<file path="src/rtl/store_buffer_pkg.sv">
// Shared widths, depth default and FSM state type for the posted-write store buffer.
package store_buffer_pkg;

  localparam int SB_W     = 32;
  localparam int SB_DEPTH = 4;

  typedef enum logic [1:0] {
    SB_IDLE  = 2'd0,
    SB_WRITE = 2'd1,
    SB_READ  = 2'd2
  } sb_state_e;

endpackage

</file>
<file path="src/rtl/store_buffer_if.sv">
// Req/ack data-memory bus between the store buffer (master) and external memory (slave).
interface store_buffer_if
  import store_buffer_pkg::*;
#(
  parameter int W = SB_W
);

  logic         mem_req;
  logic         mem_we;
  logic [W-1:0] mem_addr;
  logic [W-1:0] mem_wdata;
  logic         mem_ack;
  logic [W-1:0] mem_rdata;

  modport master (
    output mem_req,
    output mem_we,
    output mem_addr,
    output mem_wdata,
    input  mem_ack,
    input  mem_rdata
  );

  modport slave (
    input  mem_req,
    input  mem_we,
    input  mem_addr,
    input  mem_wdata,
    output mem_ack,
    output mem_rdata
  );

endinterface

</file>
<file path="src/rtl/store_buffer_fifo.sv">
// Store queue: circular storage of {addr,data} entries plus a youngest-match
// lookup so queued stores can be forwarded to loads.
module store_buffer_fifo #(
  parameter int W      = 32,
  parameter int DEPTH  = 4,
  localparam int PTR_W = $clog2(DEPTH),
  localparam int CNT_W = PTR_W + 1
) (
  input  logic             clk,
  input  logic             rst,
  input  logic             push,
  input  logic [W-1:0]     push_addr,
  input  logic [W-1:0]     push_data,
  input  logic             pop,
  input  logic [W-1:0]     l_addr,
  output logic [W-1:0]     head_addr,
  output logic [W-1:0]     head_data,
  output logic [CNT_W-1:0] count,
  output logic             hit,
  output logic [W-1:0]     hit_data
);

  logic [W-1:0]     addr_q [DEPTH];
  logic [W-1:0]     data_q [DEPTH];
  logic [PTR_W-1:0] head;
  logic [PTR_W-1:0] tail;

  always_ff @(posedge clk or posedge rst) begin
    if (rst) begin
      head  <= '0;
      tail  <= '0;
      count <= '0;
    end else begin
      if (push) tail <= tail + PTR_W'(1);
      if (pop)  head <= head + PTR_W'(1);
      if (push && !pop)      count <= count + CNT_W'(1);
      else if (pop && !push) count <= count - CNT_W'(1);
    end
  end

  // Entry contents need no reset: count gates every read of them.
  always_ff @(posedge clk) begin
    if (push) begin
      addr_q[tail] <= push_addr;
      data_q[tail] <= push_data;
    end
  end

  assign head_addr = addr_q[head];
  assign head_data = data_q[head];

  // Walk from oldest to youngest so the last match (nearest tail) wins.
  always_comb begin
    hit      = 1'b0;
    hit_data = '0;
    for (int i = 0; i < DEPTH; i++) begin
      if ((CNT_W'(i) < count) && (addr_q[head + PTR_W'(i)] == l_addr)) begin
        hit      = 1'b1;
        hit_data = data_q[head + PTR_W'(i)];
      end
    end
  end

endmodule

</file>
<file path="src/rtl/store_buffer.sv">
// Posted-write store buffer: queues CPU stores, forwards them to loads and
// arbitrates one req/ack memory bus between store drains and load misses.
module store_buffer
  import store_buffer_pkg::*;
#(
  parameter int W     = SB_W,
  parameter int DEPTH = SB_DEPTH
) (
  input  logic           clk,
  input  logic           rst,
  input  logic           store_en,
  input  logic [W-1:0]   s_addr,
  input  logic [W-1:0]   s_data,
  input  logic           load_en,
  input  logic [W-1:0]   l_addr,
  output logic [W-1:0]   l_data,
  output logic           stall,
  store_buffer_if.master mem
);

  localparam int PTR_W = $clog2(DEPTH);
  localparam int CNT_W = PTR_W + 1;

  sb_state_e        state;
  sb_state_e        next_state;
  logic [CNT_W-1:0] count;
  logic [W-1:0]     head_addr;
  logic [W-1:0]     head_data;
  logic [W-1:0]     hit_data;
  logic             hit;
  logic             full;
  logic             push;
  logic             pop;
  logic             read_done;

  // full decodes the count register only, keeping mem_ack off the store-stall path.
  assign full      = (count == CNT_W'(DEPTH));
  assign push      = store_en && !full;
  assign pop       = (state == SB_WRITE) && mem.mem_ack;
  assign read_done = (state == SB_READ) && mem.mem_ack;

  store_buffer_fifo #(
    .W     (W),
    .DEPTH (DEPTH)
  ) u_fifo (
    .clk       (clk),
    .rst       (rst),
    .push      (push),
    .push_addr (s_addr),
    .push_data (s_data),
    .pop       (pop),
    .l_addr    (l_addr),
    .head_addr (head_addr),
    .head_data (head_data),
    .count     (count),
    .hit       (hit),
    .hit_data  (hit_data)
  );

  always_ff @(posedge clk or posedge rst) begin
    if (rst) state <= SB_IDLE;
    else     state <= next_state;
  end

  always_comb begin
    next_state    = state;
    mem.mem_req   = 1'b0;
    mem.mem_we    = 1'b0;
    mem.mem_addr  = '0;
    mem.mem_wdata = '0;
    stall         = 1'b0;
    l_data        = '0;

    unique case (state)
      SB_IDLE: begin
        if (load_en && !hit)    next_state = SB_READ;
        else if (count != '0)   next_state = SB_WRITE;
      end
      SB_WRITE: begin
        mem.mem_req   = 1'b1;
        mem.mem_we    = 1'b1;
        mem.mem_addr  = head_addr;
        mem.mem_wdata = head_data;
        if (mem.mem_ack) next_state = SB_IDLE;
      end
      SB_READ: begin
        mem.mem_req  = 1'b1;
        mem.mem_addr = l_addr;
        if (mem.mem_ack) next_state = SB_IDLE;
      end
      default: next_state = SB_IDLE;
    endcase

    // Read data passes straight through on the acking cycle so the load completes without an extra bubble.
    if (load_en) begin
      if (hit)            l_data = hit_data;
      else if (read_done) l_data = mem.mem_rdata;
      else                stall  = 1'b1;
    end else if (store_en && full) begin
      stall = 1'b1;
    end
  end

endmodule
</file>
<file path="src/flat_wrapper.sv">
// flat-port wrapper written by rule: the top's interface ports become plain ports
module store_buffer_flat import store_buffer_pkg::*;
#(
  parameter int W     = SB_W,
  parameter int DEPTH = SB_DEPTH
)
  (clk, rst, store_en, s_addr, s_data, load_en, l_addr, l_data, stall, mem_mem_req, mem_mem_we, mem_mem_addr, mem_mem_wdata, mem_mem_ack, mem_mem_rdata);
  store_buffer_if #(.W(W)) mem_i ();
  input  logic clk;
  input  logic rst;
  input  logic store_en;
  input  logic [W-1:0] s_addr;
  input  logic [W-1:0] s_data;
  input  logic load_en;
  input  logic [W-1:0] l_addr;
  output logic [W-1:0] l_data;
  output logic stall;
  output wire logic [$bits(mem_i.mem_req)-1:0] mem_mem_req;
  output wire logic [$bits(mem_i.mem_we)-1:0] mem_mem_we;
  output wire logic [$bits(mem_i.mem_addr)-1:0] mem_mem_addr;
  output wire logic [$bits(mem_i.mem_wdata)-1:0] mem_mem_wdata;
  input wire logic [$bits(mem_i.mem_ack)-1:0] mem_mem_ack;
  input wire logic [$bits(mem_i.mem_rdata)-1:0] mem_mem_rdata;
  assign mem_mem_req = mem_i.mem_req;
  assign mem_mem_we = mem_i.mem_we;
  assign mem_mem_addr = mem_i.mem_addr;
  assign mem_mem_wdata = mem_i.mem_wdata;
  assign mem_i.mem_ack = mem_mem_ack;
  assign mem_i.mem_rdata = mem_mem_rdata;
  store_buffer #(.W(W), .DEPTH(DEPTH)) u_core (.clk(clk), .rst(rst), .store_en(store_en), .s_addr(s_addr), .s_data(s_data), .load_en(load_en), .l_addr(l_addr), .l_data(l_data), .stall(stall), .mem(mem_i));
endmodule
</file>
<file path="config.mk">
export PLATFORM = sky130hd
export DESIGN_NAME = store_buffer_flat
export DESIGN_NICKNAME = d
export VERILOG_FILES = /design/src/rtl/store_buffer_pkg.sv /design/src/rtl/store_buffer_if.sv /design/src/rtl/store_buffer_fifo.sv /design/src/rtl/store_buffer.sv /design/src/flat_wrapper.sv
export SDC_FILE = /design/constraint.sdc
export NUM_CORES = 1
export LEC_CHECK = 0
export ABC_AREA = 0
export BUFFER_PORTS_ARGS = -buffer_cell sky130_fd_sc_hd__buf_4
export CORE_MARGIN = 2
export CORE_UTILIZATION = 58
export CTS_CLUSTER_DIAMETER = 80
export CTS_CLUSTER_SIZE = 30
export DETAILED_ROUTE_END_ITERATION = 16
export PLACE_DENSITY = 0.8
export REMOVE_ABC_BUFFERS = 1
export SLEW_MARGIN = 25
export SYNTH_ARGS = -nofsm -noshare
export SYNTH_HDL_FRONTEND = slang
export SYNTH_SLANG_ARGS = --single-unit
export TNS_END_PERCENT = 100
</file>
<file path="constraint.sdc">
create_clock -name clk -period 10.25 [get_ports clk]
set_input_delay 0 -clock clk [delete_from_list [all_inputs] [get_ports clk]]
set_output_delay 0 -clock clk [all_outputs]
set_load 0.005 [all_outputs]
</file>
* Yosys cells after proc, flatten, opt, wreduce, memory -nomap -nowiden
Memories as Yosys holds them, arrays and structs flattened.
Index checks and enable logic that the tools add are counted.
** Cells by class
- Add/sub/neg operators :: 6
- Order comparisons :: 4
- Equal/unequal tests :: 9
- Muxes and demuxes :: 27
- Reductions and logical operators :: 20
** Operator list (count)
- 32-bit two-way mux :: 8
- 32-bit equality test :: 4
- 32-bit case mux with 2 select lines :: 1
- 1-bit two-way mux :: 12
- 1-bit logical AND :: 11
- 1-bit by 3-bit less-than comparator with 1-bit output (first input constant) :: 2
- 2-bit by 3-bit less-than comparator with 1-bit output (first input constant) :: 2
- 2-bit two-way mux :: 3
- 3-bit two-way mux :: 2
- 2-bit by 1-bit adder with 2-bit output (second input constant) :: 2
- 2-bit adder (second input constant) :: 2
- 1-bit zero test :: 4
- 2-bit case mux with 2 select lines :: 1
- 3-bit by 1-bit adder with 3-bit output (second input constant) :: 1
- 3-bit equality test (second input constant) :: 1
- 3-bit by 1-bit != test with 1-bit output (second input constant) :: 1
- 3-bit nonzero test :: 1
- 3-bit by 1-bit subtractor with 3-bit output (second input constant) :: 1
- 2-bit by 1-bit equality test with 1-bit output (second input constant) :: 1
- 2-bit equality test (second input constant) :: 1
- 2-bit zero test :: 1
- 2-bit by 1-bit != test with 1-bit output (second input constant) :: 1
- 2-bit AND reduction :: 1
- 2-bit nonzero test :: 1
- 2-bit OR reduction :: 1
** Word-level totals
- Register bits after elaboration :: 9
- Memory bits (writable) :: 256
- Input bits :: 133
- Output and inout port bits :: 99
- Logic and storage cells :: 72
- Memories kept :: 2
** Memories
- u_core.u_fifo.addr_q :: depth 4, width 32, read ports 4, clocked after memory_dff 0, wr ports 1, RTL line store_buffer_fifo.sv:23 : logic [W-1:0] addr_q [DEPTH];
- u_core.u_fifo.data_q :: depth 4, width 32, read ports 4, clocked after memory_dff 0, wr ports 1, RTL line store_buffer_fifo.sv:24 : logic [W-1:0] data_q [DEPTH];

* Longest topological paths before layout
An unclocked memory read counts as a cell.
- Depth in word-level cells :: 11
- Mapped depth :: 17
- Mapped depth without buffers :: 10

* Cells and area by module
Synthesis repeated with hierarchy kept, for this count alone.
** Second synthesis, totals
- Cell total of the unflattened synthesis :: 1704
- Area, all modules :: 19092.1 um^2
** Modules (own cells, without submodules)
- store_buffer_fifo :: instances 1, cells an instance 1493, area an instance 17545.6 um^2, sequential area each 7862.5 um^2
- store_buffer :: instances 1, cells an instance 211, area an instance 1546.5 um^2, sequential area each 50.0 um^2

* Worst setup path before layout
No wires, ideal clock.
- Path kind :: reg-to-reg
- Start point :: register u_core.u_fifo.head[0]
- End point :: register u_core.state[1]
- Library setup time :: 0.120 ns
- Arrival time :: 3.234 ns
- Data required time :: 10.130 ns
- Slack :: 6.896 ns
- Stages on the path, launching flop included :: 12
- Buffers on the path :: 3
- Clock period less this slack :: 3.354 ns
- Cell sequence :: dfrtp_1 buf_6 buf_6 buf_2 mux4_2 xnor2_1 nand2_1 a2111o_1 or4_1 nor4_2 a2111oi_1 a41o_1
** On the way
- Cells in the longest elaborated chain, start to end :: 11
- Elaborated cells between the ends (all ways) :: 22
- Classes of those cells :: 3 x add/sub; 5 x eq/ne; 6 x mux; 7 x reduce/logical; 1 x memory
** RTL lines
- start, declared :: RTL line store_buffer_fifo.sv:25 : logic [PTR_W-1:0] head;
- start signal, assigned :: RTL line store_buffer_fifo.sv:35 : if (pop) head <= head + PTR_W'(1);
- 2-bit by 1-bit adder with 2-bit output / memory 4 x 32 bit (equally long branches)
- memory 4 x 32 bit *
- 32-bit equality test / 1-bit logical AND (equally long branches) :: RTL line store_buffer_fifo.sv:57 : if ((CNT_W'(i) < count) && (addr_q[head + PTR_W'(i)] == l_addr)) begin
- 1-bit logical AND / 1-bit two-way mux (equally long branches) :: RTL line store_buffer_fifo.sv:57
- 1-bit two-way mux (2 in a row) :: RTL line store_buffer_fifo.sv:57
- 1-bit two-way mux * :: RTL line store_buffer_fifo.sv:57
- 1-bit zero test * :: RTL line store_buffer.sv:76 : if (load_en && !hit) next_state = SB_READ;
- 1-bit logical AND * :: RTL line store_buffer.sv:76
- 2-bit two-way mux / 3-bit by 1-bit != test with 1-bit output (equally long branches)
- 2-bit case mux with 2 select lines / 2-bit AND reduction (equally long branches)
- end signal, assigned :: RTL line store_buffer.sv:62 : else state <= next_state;
- end, declared :: RTL line store_buffer.sv:24 : sb_state_e state;
Mark *: on every way between the ends. The rest lies on a longest branch, timed or not.
A chain may end at the register's enable or synchronous reset.

* Worst setup path after layout
- Start point :: register u_core.u_fifo.head[1]
- End point :: output l_data[19]
** On the way
- Cells in the longest elaborated chain, start to end :: 9
- Elaborated cells between the ends (all ways) :: 23
- Classes of those cells :: 3 x add/sub; 4 x eq/ne; 10 x mux; 4 x reduce/logical; 2 x memory
** RTL lines
- 2-bit by 1-bit adder with 2-bit output / memory 4 x 32 bit (equally long branches)
- memory 4 x 32 bit / 32-bit equality test (equally long branches)
- 32-bit equality test / 1-bit logical AND (equally long branches) :: RTL line store_buffer_fifo.sv:57
- 1-bit logical AND, or another cell as far along :: RTL line store_buffer_fifo.sv:57
- 32-bit two-way mux / 1-bit two-way mux (equally long branches) (3 in a row) :: RTL line store_buffer_fifo.sv:57
- 32-bit two-way mux * :: RTL line store_buffer.sv:96 : if (hit) l_data = hit_data;
- 32-bit two-way mux * :: RTL line store_buffer.sv:95 : if (load_en) begin
- end, declared :: RTL line flat_wrapper.sv:16 : output logic [W-1:0] l_data;
Marks and branches as above.

==> run_summary.xml <==
<?xml version="1.0" encoding="UTF-8"?>
<metrics>
  <group name="yosys">
    <metric name="netlist-cell-type-count" unit="">72</metric>
    <metric name="syn-cell-area" unit="mm2">0.0191</metric>
    <metric name="syn-instance-count" unit="">1726</metric>
    <metric name="postSynthRegisterBits" unit="">265</metric>
    <metric name="ys_dominant_reg_cell" unit="">edfxtp_1</metric>
    <metric name="asyncSetResetFlopFracSynth" unit="%">3.40</metric>
    <metric name="syn_area_per_cell" unit="um2">11.1</metric>
    <metric name="yosys_warnings" unit="">0</metric>
    <metric name="synth.yosys.seq_area_share" unit="%">41.3</metric>
    <metric name="edff_count_synth" unit="">256</metric>
  </group>
  <group name="detailed_routing">
    <metric name="routedWlPerCell" unit="um">26.4</metric>
    <metric name="dr_total_vias" unit="">16400</metric>
    <metric name="drtIter0Drc" unit="">2456</metric>
    <metric name="drt.antenna.violating_nets" unit="">0</metric>
    <metric name="drt_pre_antenna_iters" unit="">6</metric>
    <metric name="residual_drc" unit="">0</metric>
    <metric name="wirelength" unit="mm">61.9</metric>
    <metric name="drt-vias-per-instance" unit="">6.98</metric>
  </group>
  <group name="power">
    <metric name="vdd_drop_max" unit="mV">0.225</metric>
    <metric name="total_leakage_power" unit="uW">0.00771</metric>
    <metric name="powerDensity" unit="mW/mm2">265</metric>
  </group>
  <group name="sta">
    <metric name="grt_setup_unrepaired" unit="">false</metric>
    <metric name="timing.fmax" unit="MHz">156</metric>
    <metric name="final.period_utilization" unit="%">62.5</metric>
    <metric name="number_of_slew_limit_violations_in_the_final_report" unit="">0</metric>
    <metric name="setup_viol" unit="">0</metric>
    <metric name="final.hold.worst_slack" unit="ns">0.0163</metric>
    <metric name="final_critical_path_setup_slack" unit="ns">3.84</metric>
    <metric name="finClkSkew" unit="ns">0.0239</metric>
    <metric name="timing_worst_slew_pin_value" unit="ns">1.07</metric>
    <metric name="timing.final.hold_violations" unit="">0</metric>
    <metric name="post-route-min-period" unit="ns">6.41</metric>
    <metric name="relSlewSlack" unit="%">28.7</metric>
  </group>
  <group name="worst_setup_path">
    <metric name="worst_ep_arrival_time" unit="ns">6.41</metric>
    <metric name="critPathRequiredTime" unit="ns">10.25</metric>
    <metric name="worstSetupEndpointType" unit="">output pin</metric>
    <metric name="worstPathMaxFanout" unit="">58</metric>
    <metric name="worst_setup_path_start_kind" unit="">flop</metric>
    <metric name="timing_worst_setup_path_type" unit="">flop to output pin</metric>
  </group>
  <group name="grt">
    <metric name="number_of_global_route_vias_before_repair" unit="">15800</metric>
    <metric name="maximum_number_of_pins_on_one_net_before_global_route_repair" unit="">118</metric>
    <metric name="gr-total-overflow" unit="">0</metric>
    <metric name="global_router_s_overall_resource_usage" unit="%">35.3</metric>
    <metric name="antenna_found_initial" unit="">1</metric>
    <metric name="grt_pass1_wl" unit="mm">93.1</metric>
  </group>
  <group name="clocking">
    <metric name="post-cts-setup-buffer-count" unit="">0</metric>
    <metric name="clockRootBuffer" unit="">clkbuf_16</metric>
    <metric name="clock_latency" unit="ns">0.52</metric>
    <metric name="cts_tree" unit="">done</metric>
    <metric name="max-clock-path-buffers" unit="">3</metric>
    <metric name="clock_tree.htree_level_count" unit="">1</metric>
    <metric name="postCtsResizedCells" unit="">0</metric>
    <metric name="clock_sink_count" unit="">265</metric>
    <metric name="ctsHoldBuffers" unit="">69</metric>
    <metric name="tritoncts.num_buffers" unit="">16</metric>
    <metric name="clkSlewWorstSetupHoldPaths" unit="ns">0.10</metric>
  </group>
  <group name="cells_and_area">
    <metric name="drive_gt1_share" unit="%">24.9</metric>
    <metric name="final_cell_mix" unit="">edfxtp_1, buf_4, mux2i_1</metric>
    <metric name="nNetsFinal" unit="">2035</metric>
    <metric name="final_common_cell" unit="">edfxtp_1</metric>
    <metric name="layout.filler_cells" unit="">2459</metric>
    <metric name="final_core_utilization" unit="%">67.9</metric>
    <metric name="area.growth.synth_to_final" unit="%">15.5</metric>
  </group>
  <group name="worst_hold_path">
    <metric name="hold_path.class" unit="">primary input to async pin</metric>
  </group>
  <group name="die">
    <metric name="floorplan.rows" unit="">66</metric>
    <metric name="die_h" unit="um">186</metric>
    <metric name="placeableCoreArea" unit="mm2">0.0325</metric>
    <metric name="chip_width" unit="um">186</metric>
    <metric name="die-area" unit="mm2">0.0345</metric>
    <metric name="io-pin-count" unit="">232</metric>
    <metric name="start_util" unit="%">58.8</metric>
  </group>
  <group name="status">
    <metric name="outcome" unit="">complete, no violations</metric>
  </group>
  <group name="placed_design">
    <metric name="place.port_buffers" unit="">231</metric>
    <metric name="dp.final_hpwl" unit="mm">40.9</metric>
    <metric name="preCtsSetupSlack" unit="ns">4.53</metric>
    <metric name="gp_congestion" unit="">1.02</metric>
  </group>
  <group name="run">
    <metric name="max_cap_violations" unit="">0</metric>
  </group>
</metrics>
==> state kept, by name (all words and copies together), names as in the netlist <==
name / flops
u_core.u_fifo.count: 3
u_core.state: 2
u_core.u_fifo.tail: 2
u_core.u_fifo.head: 2
u_core.u_fifo.data_q: 128
u_core.u_fifo.addr_q: 128
==> power breakdown <==
group	internal, uW	switching (uW)	leakage [uW]
Combinational	1490	2030	0.00501
Sequential	1440	186	0.00245
Clock	324	395	0.000259
==> final timing paths <==
check,from,endpoint,slack (ns),depth (start not counted)
setup reg to reg,u_core.u_fifo.head[0],u_core.state[0],4.89,10
setup / recovery,u_core.u_fifo.head[1],l_data[19],3.84,12
max in group asynchronous,rst,u_core.u_fifo.head[1],9.93,3
hold reg to reg,u_core.u_fifo.count[0],u_core.u_fifo.count[0],0.59,1
min in group clk,s_data[25],u_core.u_fifo.data_q[3][25],0.22,2
hold / removal,rst,u_core.u_fifo.tail[0],0.02,3
==> through the flow <==
step	cell area, um2	std cells	TNS (ns)	power [uW]
after floorplan	18300	1547	-142.51	4530
after global placement	20800	2245	0	4960
after detailed placement	20800	2245	0	5030
after CTS	22100	2341	0	5780
after global routing	22100	2341	0	6140
final	22100	2344	0	5860
==> kinds of logic after synthesis <==
kind of cell,synth area share (%)
xor+xnor,5.12
mux,21.6
buf+inv,4.78
simple gates,10.8
fa+ha+maj,0.784
compound gates,15.6
flops,41.3
==> synthesized netlist by cell type, drive strengths merged (8+ instances only) <==
master | number | area [um2]
o31a | 14 | 123
and2 | 30 | 188
xor2 | 8 | 70.1
nor3 | 18 | 90.1
edfxtp | 256 | 7690
ha | 12 | 150
a211o | 17 | 149
o221ai | 9 | 78.8
a31oi | 43 | 269
nand4 | 43 | 269
a211oi | 38 | 285
mux2 | 78 | 878
nand2 | 89 | 334
nand3 | 10 | 50.1
clkbuf | 101 | 380
xnor2 | 104 | 911
a21oi | 58 | 290
o21ai | 88 | 440
mux4 | 67 | 1510
inv | 18 | 67.6
o221a | 9 | 101
a22oi | 29 | 218
a2111oi | 18 | 159
mux2i | 174 | 1740
dfrtp | 9 | 225
nor2b | 38 | 238
nor4 | 32 | 206
a31o | 14 | 123
o31ai | 25 | 188
a21boi | 10 | 75.1
or4 | 17 | 128
nor2 | 82 | 308
buf | 78 | 467
==> worst max-delay path: stages, from the launching register on <==
cell and delay, ns:
dfrtp_4 0.78, buf_4 0.79, mux4_2 0.64, xnor2_1 0.44, nand4_1 0.15, nor3_1 0.46
nand2_1 0.17, or4_2 1.14, a41oi_2 0.34, buf_4 0.34, o21ai_0 0.15, o21ai_1 0.24
buf_4 0.15
==> per-layer routing <==
metal | part of all wire [%] | vias to the layer above | global-route usage [%] | wire, um
met5 | 0.026 | - | 0 | 16
met3 | 11 | 140 | 6.08 | 6690
li1 | - | 7101 | - | -
met1 | 40 | 7990 | 49.9 | 24600
met4 | 3.0 | 2 | 10.4 | 1830
met2 | 46 | 1135 | 56.0 | 28700
==> final cells by class <==
| cell class | instances | area (um2) | area share [%] |
|---|---|---|---|
| Antenna cell | 3 | 7.51 | 0.0340 |
| Timing Repair Buffer | 325 | 2640 | 11.9 |
| Multi-Input combinational cell | 1264 | 10400 | 46.9 |
| Sequential cell | 265 | 7920 | 35.8 |
| Inverter | 18 | 70.1 | 0.317 |
| Clock buffer | 18 | 429 | 1.94 |
| Tap cell | 442 | 553 | 2.50 |
| Clock inverter | 9 | 110 | 0.498 |
No activity file was read; power rests on OpenSTA's default activity.
